### config.mk
export PLATFORM = sky130hd
export DESIGN_NAME = led_seq_ctrl
export DESIGN_NICKNAME = d
export VERILOG_FILES = /design/src/rtl/led_seq_ctrl.sv
export SDC_FILE = /design/constraint.sdc
export NUM_CORES = 1
export LEC_CHECK = 0
export ABC_AREA = 1
export BUFFER_PORTS_ARGS = -buffer_cell sky130_fd_sc_hd__buf_2
export CAP_MARGIN = 30
export CORE_MARGIN = 5
export CORE_UTILIZATION = 34
export CTS_CLUSTER_SIZE = 25
export DETAILED_ROUTE_END_ITERATION = 10
export PLACE_DENSITY = 0.53
export SETUP_SLACK_MARGIN = 0.3
export SLEW_MARGIN = 10
export SYNTH_ARGS = -nofsm -noshare
export SYNTH_HDL_FRONTEND = slang
export SYNTH_SLANG_ARGS = --single-unit
### constraint.sdc
create_clock -name CLOCK_50 -period 2.6 [get_ports CLOCK_50]
set_input_delay 0.26 -clock CLOCK_50 [delete_from_list [all_inputs] [get_ports CLOCK_50]]
set_output_delay 0.26 -clock CLOCK_50 [all_outputs]
set_load 0.02 [all_outputs]
### src/rtl/led_seq_ctrl.sv
// LED bank sequencer: debounced pushbutton control, speed-selectable prescaler,
// and four LED patterns driven from a small IDLE/RUN/PAUSE state machine.
module led_seq_ctrl #(
    parameter int unsigned BASE_DIV  = 2_500_000,
    parameter int unsigned DB_CYCLES = 1_000_000
) (
    input  logic       CLOCK_50,
    input  logic [3:0] KEY,
    input  logic [9:0] SW,
    output logic [9:0] LEDR,
    output logic [7:0] LEDG
);
    localparam int DBW = $clog2(DB_CYCLES + 1);
    localparam logic [DBW-1:0] DB_LAST = DBW'(DB_CYCLES - 1);
    localparam logic [31:0] BASE_W = 32'(BASE_DIV);

    typedef enum logic [1:0] {
        S_IDLE  = 2'b00,
        S_RUN   = 2'b01,
        S_PAUSE = 2'b10
    } state_t;

    logic       w_rst_n;
    logic [2:0] r_sync1;
    logic [2:0] r_sync2;
    logic [2:0] w_press;
    logic       w_run;
    logic       w_step;
    logic       w_clr;
    logic       w_unused;

    assign w_rst_n  = KEY[0];
    assign w_run    = w_press[0];
    assign w_step   = w_press[1];
    assign w_clr    = w_press[2];
    assign w_unused = ^SW[5:2];

    always_ff @(posedge CLOCK_50 or negedge w_rst_n) begin
        if (!w_rst_n) begin
            r_sync1 <= 3'b111;
            r_sync2 <= 3'b111;
        end else begin
            r_sync1 <= KEY[3:1];
            r_sync2 <= r_sync1;
        end
    end

    // One pulse per press: the counter saturates and the key disarms until it reads high again.
    for (genvar g = 0; g < 3; g++) begin : g_db
        logic [DBW-1:0] r_cnt;
        logic           r_armed;

        assign w_press[g] = r_armed & ~r_sync2[g] & (r_cnt == DB_LAST);

        always_ff @(posedge CLOCK_50 or negedge w_rst_n) begin
            if (!w_rst_n) begin
                r_cnt   <= '0;
                r_armed <= 1'b1;
            end else if (r_sync2[g]) begin
                r_cnt   <= '0;
                r_armed <= 1'b1;
            end else if (w_press[g]) begin
                r_armed <= 1'b0;
            end else if (r_armed) begin
                r_cnt <= r_cnt + 1'b1;
            end
        end
    end

    state_t      r_state, w_state_n;
    logic [1:0]  r_mode, w_mode_n;
    logic        r_dir, w_dir_n;
    logic [7:0]  r_pat, w_pat_n;
    logic [7:0]  r_ledg, w_ledg_n;
    logic [31:0] r_presc, w_presc_n;
    logic [31:0] r_limit, w_limit_n;
    logic [31:0] w_limit;
    logic        w_tick;
    logic        w_adv;
    logic [7:0]  w_adv_pat;
    logic        w_adv_dir;
    logic [7:0]  w_init_pat;

    assign w_limit    = BASE_W * (32'(SW[9:6]) + 32'd1) - 32'd1;
    assign w_tick     = (r_state == S_RUN) && (r_presc == r_limit);
    assign w_init_pat = SW[1] ? 8'h00 : 8'h01;

    always_comb begin
        w_adv_pat = r_pat;
        w_adv_dir = r_dir;
        case (r_mode)
            2'd0: w_adv_pat = {r_pat[6:0], r_pat[7]};
            2'd1: begin
                if (r_pat == 8'h80) begin
                    w_adv_dir = 1'b0;
                end else if (r_pat == 8'h01) begin
                    w_adv_dir = 1'b1;
                end
                w_adv_pat = w_adv_dir ? (r_pat << 1) : (r_pat >> 1);
            end
            2'd2: w_adv_pat = r_pat + 8'd1;
            default: w_adv_pat = r_pat ^ (8'd1 << r_ledg[2:0]);
        endcase
    end

    always_comb begin
        w_state_n = r_state;
        w_mode_n  = r_mode;
        w_dir_n   = r_dir;
        w_pat_n   = r_pat;
        w_ledg_n  = r_ledg;
        w_presc_n = r_presc;
        w_limit_n = r_limit;
        w_adv     = 1'b0;
        if (w_clr) begin
            w_state_n = S_IDLE;
            w_pat_n   = 8'h00;
            w_ledg_n  = 8'h00;
            w_presc_n = 32'd0;
        end else begin
            case (r_state)
                S_IDLE: begin
                    if (w_run) begin
                        w_state_n = S_RUN;
                        w_mode_n  = SW[1:0];
                        w_dir_n   = 1'b1;
                        w_pat_n   = w_init_pat;
                        w_presc_n = 32'd0;
                        w_limit_n = w_limit;
                    end
                end
                S_RUN: begin
                    // A tick coinciding with a pause press still advances.
                    w_adv = w_tick;
                    if (w_run) begin
                        w_state_n = S_PAUSE;
                        w_presc_n = 32'd0;
                    end else if (w_tick) begin
                        w_presc_n = 32'd0;
                        w_limit_n = w_limit;
                    end else begin
                        w_presc_n = r_presc + 32'd1;
                    end
                end
                S_PAUSE: begin
                    if (w_run) begin
                        w_state_n = S_RUN;
                        w_presc_n = 32'd0;
                        w_limit_n = w_limit;
                    end else begin
                        w_adv = w_step;
                    end
                end
                default: w_state_n = S_IDLE;
            endcase
            if (w_adv) begin
                w_pat_n  = w_adv_pat;
                w_dir_n  = w_adv_dir;
                w_ledg_n = r_ledg + 8'd1;
            end
        end
    end

    always_ff @(posedge CLOCK_50 or negedge w_rst_n) begin
        if (!w_rst_n) begin
            r_state <= S_IDLE;
            r_mode  <= 2'd0;
            r_dir   <= 1'b1;
            r_pat   <= 8'h00;
            r_ledg  <= 8'h00;
            r_presc <= 32'd0;
            r_limit <= 32'd0;
        end else begin
            r_state <= w_state_n;
            r_mode  <= w_mode_n;
            r_dir   <= w_dir_n;
            r_pat   <= w_pat_n;
            r_ledg  <= w_ledg_n;
            r_presc <= w_presc_n;
            r_limit <= w_limit_n;
        end
    end

    assign LEDR = {r_state, r_pat};
    assign LEDG = r_ledg;

endmodule

======== After elaboration in Yosys (flattened, before gate mapping) ========
Index checks and enable logic that the tools add are counted.
word-level totals
  bits in registers ....................... 154
  input bits .............................. 15
  output and inout port bits .............. 18
  word-level logic and storage cells ...... 128
operators by class
  add/subtract/negate cells ............... 8
  multiply operators ...................... 1
  eq/ne operators ......................... 19
  shift-type cells ........................ 1
  muxes and demuxes ....................... 47
  bitwise gates (word level) .............. 11
  reduce and logical (&&, ||, !) cells .... 26
operator list
  cell                                                                   number
  32-bit two-way mux                                                     7
  20-bit two-way mux                                                     9
  32-bit case mux with 2 select lines                                    2
  20-bit by 1-bit adder with 20-bit output, second input constant        3
  20-bit equality test, second input constant                            3
  8-bit two-way mux                                                      7
  32-bit by 1-bit adder with 32-bit output, second input constant        1
  32-bit equality test                                                   1
  27-bit by 1-bit subtractor with 28-bit output, second input constant   1
  8-bit case mux with 3 select lines                                     1
  17-bit by 5-bit multiplier with 22-bit output, first input constant    1
  2-bit nonzero test                                                     10
  8-bit by 1-bit adder with 8-bit output, second input constant          2
  1-bit two-way mux                                                      16
  2-bit inequality test, second input constant                           6
  2-bit AND reduction                                                    6
  3-bit nonzero test                                                     3
  8-bit by 1-bit equality test with 1-bit output, second input constant  1
  8-bit equality test, second input constant                             1
  1-bit by 3-bit left shift with 8-bit output, first input constant      1
  8-bit bitwise XOR                                                      1
  1-bit bitwise AND                                                      6
  2-bit two-way mux                                                      3
  4-bit by 1-bit adder with 5-bit output, second input constant          1
  other kinds (14)                                                       20

======== Logic depth before layout (Yosys ltp) ========
  depth after elaboration ................. 8
  gate-level depth with buffers ........... 26

======== Worst setup path after synthesis ========
OpenSTA, ideal clock, no wires.
  kind .................................... input to register
  start ................................... input port SW[6]
  end ..................................... register r_limit[26]
  library setup time ...................... 0.117 ns
  data arrival time ....................... 3.706 ns
  data required time ...................... 2.483 ns
  setup slack ............................. -1.224 ns
  cell stages on the path ................. 21
  buffers on the path ..................... 0
  cell sequence ........................... ha_1 xor2_1 ha_1 ha_1 inv_1 fa_1 inv_1 ha_1 nand2_1 nand3_2 a21oi_2 xor2_1 nand2_1 nor2_2 nand2_2 nor2_4 nand3_1 inv_1 nand3_1 nand3_1 nand2_1
on the way
  word-level cells in the longest chain between the ends .. 6
  elaborated cells between the ends (all ways) .. 7
  classes of those cells .................. add/sub (2); mul (1); mux (4)
RTL lines
  element                                          line  source
  from (decl)                                      9     input logic [9:0] SW,
  4-bit by 1-bit adder with 5-bit output *         84    assign w_limit = BASE_W * (32'(SW[9:6]) + 32'd1) - 32'd1;
  17-bit by 5-bit multiplier with 22-bit output *  84
  27-bit by 1-bit subtractor with 28-bit output *  84
  32-bit two-way mux                               138   end else if (w_tick) begin
  32-bit two-way mux                               135   if (w_run) begin
  32-bit case mux with 2 select lines *            121   case (r_state)
  to (signal assigned)                             180   r_limit <= w_limit_n;
  to (decl)                                        76    logic [31:0] r_limit, w_limit_n;
Every way passes the cells marked *; elsewhere a longest branch is shown, timed or not. The select of a mux whose other input is x is not followed.
A chain may end at the register's enable or synchronous reset.

======== Worst setup path after layout ========
  start ................................... input port SW[7]
  end ..................................... register r_limit[23]
The elaborated chain is that of the path after synthesis.

==> flow_metrics.env <==
export IMPL_status="finished with violations"
export IMPL_violations="negative setup slack"
export IMPL_place_port_buffers=28
export IMPL_grt_max_degree=53
export IMPL_grt_pass1_vias=9403
export IMPL_synth_distinct_cells=60
export IMPL_cts_root_buffer="clkbuf_16"
export IMPL_slowest_delay_ns=0.48
export IMPL_synth_ff_type="dfrtp_1"
export IMPL_fmax_mhz=309.5
export IMPL_cp_arrival_ns=3.54
export IMPL_slew_violations=0
export IMPL_dpl_instance_area_sq_mm=0.01193
export IMPL_dieWidth_microns=184.9
export IMPL_fin_area_sq_mm=0.01405
export IMPL_power_leakage_nw=6.186
export IMPL_ir_drop_mv=0.4072
export IMPL_routabilityCongestion=0.8539
export IMPL_drive_gt1_frac=0.3144
export IMPL_hold_violations=0
export IMPL_wire_per_inst_microns=13.76
export IMPL_initial_core_util=0.3417
export IMPL_vias_per_cell=4.949
export IMPL_core_region_area_sq_mm=0.03043
export IMPL_crit_path_cell_trace="buf_8 > ha_4 > xor2_4 > ha_4 > ha_4 > inv_2 > fa_1 > inv_2 > ha_4 > nand3_2 > nand2_2 > xnor2_2 > nand2_1 > or2_4 > nor2_4 > nand2_2 > nor2_2 > nand2_2 > nor2_4 > o21ai_2 > nand2_1 > nand2_1"
export IMPL_final_antenna_net_count=0
export IMPL_synth_edf_count=0
export IMPL_critPathKind="in2reg"
export IMPL_netlist_area_sq_mm=0.01040
export IMPL_synth_fp_nets=1442
export IMPL_numCtsBuffers=17
export IMPL_synth_seq_area_share=0.3525
export IMPL_rsz0062_at_grt="true"
export IMPL_diodes=0
export IMPL_yosys_warnings=0
export IMPL_io_pins=33
export IMPL_clockBufferDepth=2
export IMPL_drc_errors=0
export IMPL_firstDrtPassIters=7
export IMPL_max_slew_margin=0.6576
export IMPL_routed_wl_microns=27250
export IMPL_crit_path_max_fanout=5
export IMPL_vias=9799
export IMPL_fin_skew_ns=0.01408
export IMPL_period_share=1.243
export IMPL_drv_cap=0
export IMPL_syn_to_final_growth_pct=35.09
export IMPL_critPathLaunchType="primary input"
export IMPL_fin_ws_ns=-0.6309
export IMPL_cts_max_level=4
export IMPL_antenna_found_initial=0
export IMPL_grt_overflow=0
export IMPL_worstPathRequired_ns=2.91
export IMPL_worst_pin_slew_ns=0.5136
export IMPL_power_density_mw_per_mm2=482.7
export IMPL_period_minus_slack_ns=3.231
export IMPL_clock_sinks=146
export IMPL_tritoncts="done"
export IMPL_syn_area_per_cell_sq_um=7.618
export IMPL_grt_pass1_wl_microns=44890
export IMPL_clkTransAtPathRegs_ns=0.06
export IMPL_insertion_delay_ns=0.43
export IMPL_holdCritPathClass="in2reg"
export IMPL_drt_iter0_drc=605
export IMPL_async_flop_share=1.000
export IMPL_setup_violations=16
export IMPL_synth_seq_cells=146
export IMPL_track_usage=0.1570
export IMPL_die_h_microns=184.9
export IMPL_fin_nets=1648
export IMPL_rows=64
export IMPL_end_kind="register"
export IMPL_finalCoreUtilization=0.4616
export IMPL_crit_top_cell="ha_4"
export IMPL_synth_cells=1365
export IMPL_crit_slowest_cell="fa_1"
export IMPL_dieArea_sq_mm=0.03418
export IMPL_hpwl_microns=19600
-- power by group --
part | switching (mW) | internal, mW | total [mW]
Sequential | 0.0434 | 2.33 | 2.37
Combinational | 0.924 | 0.873 | 1.80
Clock | 0.956 | 1.66 | 2.61
-- synth_stat cells (all sizes together), types with 33 or more instances --
| cell type | instances | area (sq um) |
|---|---|---|
| o21ai | 95 | 483.0 |
| nor3 | 52 | 321.6 |
| o22ai | 33 | 206.5 |
| ha | 58 | 725.7 |
| inv | 199 | 747.0 |
| dfrtp | 136 | 3403 |
| nand2 | 284 | 1141 |
| a21oi | 62 | 317.8 |
| nand3 | 91 | 520.5 |
| xor2 | 38 | 340.3 |
| nand4 | 37 | 250.2 |
| nor2 | 131 | 610.6 |
-- cell families after synthesis --
logic type | share of synthesized area
multiplexers | 0.002166
AO/OA/AOI/OAI | 0.1297
buffers and inverters | 0.08386
adder cells (fa/ha/maj) | 0.07749
XOR/XNOR | 0.05282
flip-flops | 0.3525
AND/OR/NAND/NOR | 0.3014
-- through the flow --
stage	hold slack (ns)	cells	worst slack [ns]	setup TNS (ns)	power, mW
2_1_floorplan	-0.03559	1365	-0.9358	-11.63	3.276
3_3_place_gp	0.2540	1885	-1.198	-17.61	3.871
3_5_place_dp	0.2500	1885	-1.246	-18.38	3.880
4_1_cts	0.05605	1951	-0.5844	-6.872	6.757
5_1_grt	0.07165	1980	-0.9164	-10.86	7.150
6_report	0.07443	1980	-0.6309	-7.530	6.781
-- state kept, by name, summed over array words and instances (netlist names) --
signal and flops:
g_db.r_cnt 60, r_dir 1, r_sync1 3, r_state 2
r_presc 32, r_limit 24, LEDG 8, g_db.r_armed 3
r_mode 2, r_sync2 3, r_pat 8
-- placed cells by master (no fill, tap or decap), drive strengths merged, types with 2 or more instances in the layout --
| master | n |
|---|---|
| a21oi | 62 |
| a31oi | 21 |
| buf | 203 |
| bufinv | 4 |
| clkbuf | 23 |
| clkinv | 7 |
| clkinvlp | 3 |
| dfrtp | 136 |
| dfstp | 10 |
| dlygate4sd3 | 4 |
| fa | 4 |
| ha | 58 |
| inv | 198 |
| mux2 | 2 |
| nand2 | 285 |
| nand3 | 91 |
| nand3b | 5 |
| nand4 | 37 |
| nor2 | 131 |
| nor3 | 52 |
| nor3b | 6 |
| nor4 | 18 |
| o2111ai | 2 |
| o211ai | 3 |
| o21a | 2 |
| o21ai | 95 |
| o21bai | 3 |
| o221ai | 3 |
| o22ai | 33 |
| o31ai | 3 |
| o32ai | 4 |
| or2 | 9 |
| xnor2 | 23 |
| xor2 | 38 |
-- layer usage --
| metal | global-route usage | vias up | share of wire |
|---|---|---|---|
| met5 | 0 | - | 0 |
| met4 | 0.04610 | 0 | 0.022 |
| met3 | 0.02003 | 31 | 0.029 |
| met2 | 0.2748 | 146 | 0.49 |
| met1 | 0.2035 | 4637 | 0.46 |
| li1 | - | 4985 | - |
-- area by class of cell --
cell class              count  area, sq um
repair buffers            207         1642
inverters                 203        800.8
clock buffers              23        467.9
well taps                 396        495.5
clock inverters             9        156.4
flip-flops and latches    146         3672
fillers                  3023        16380
multi-input cells         996         6813
-- final timing paths --
path                                              start                           end  slack (ns)  cells past startpoint
setup reg to reg           g_db[0].r_cnt[0]$_DFFE_PN0P_          r_pat[4]$_DFFE_PN0P_        0.31                     14
setup / recovery                                  SW[7]       r_limit[23]$_DFFE_PN0P_       -0.63                     22
max in group asynchronous                        KEY[0]       r_limit[30]$_DFFE_PN0P_        1.41                      3
min in group asynchronous                        KEY[0]  g_db[1].r_cnt[0]$_DFFE_PN0P_        0.35                      2
hold / removal                                    SW[0]         r_mode[0]$_DFFE_PN0P_        0.07                      2
hold reg to reg                    r_sync1[2]$_DFF_PN1_          r_sync2[2]$_DFF_PN1_        0.36                      0
-- worst max-delay path: cells and delay by family --
family / cells / cell delay (ns)
buf+inv: 3 / 0.19
simple gates: 11 / 1.20
xor+xnor: 2 / 0.34
compound gates: 1 / 0.06
fa+ha+maj: 5 / 1.49
-- what timing repair did --
item	in CTS	in global routing
gates cloned	0	1
hold buffers	4	0
hold endpoints to repair	51	0
buffers inserted	30	28
gates resized for setup	81	157
endpoints found under the setup margin	70	80
pin swaps	53	58
Power figures use the tool's default switching activity.
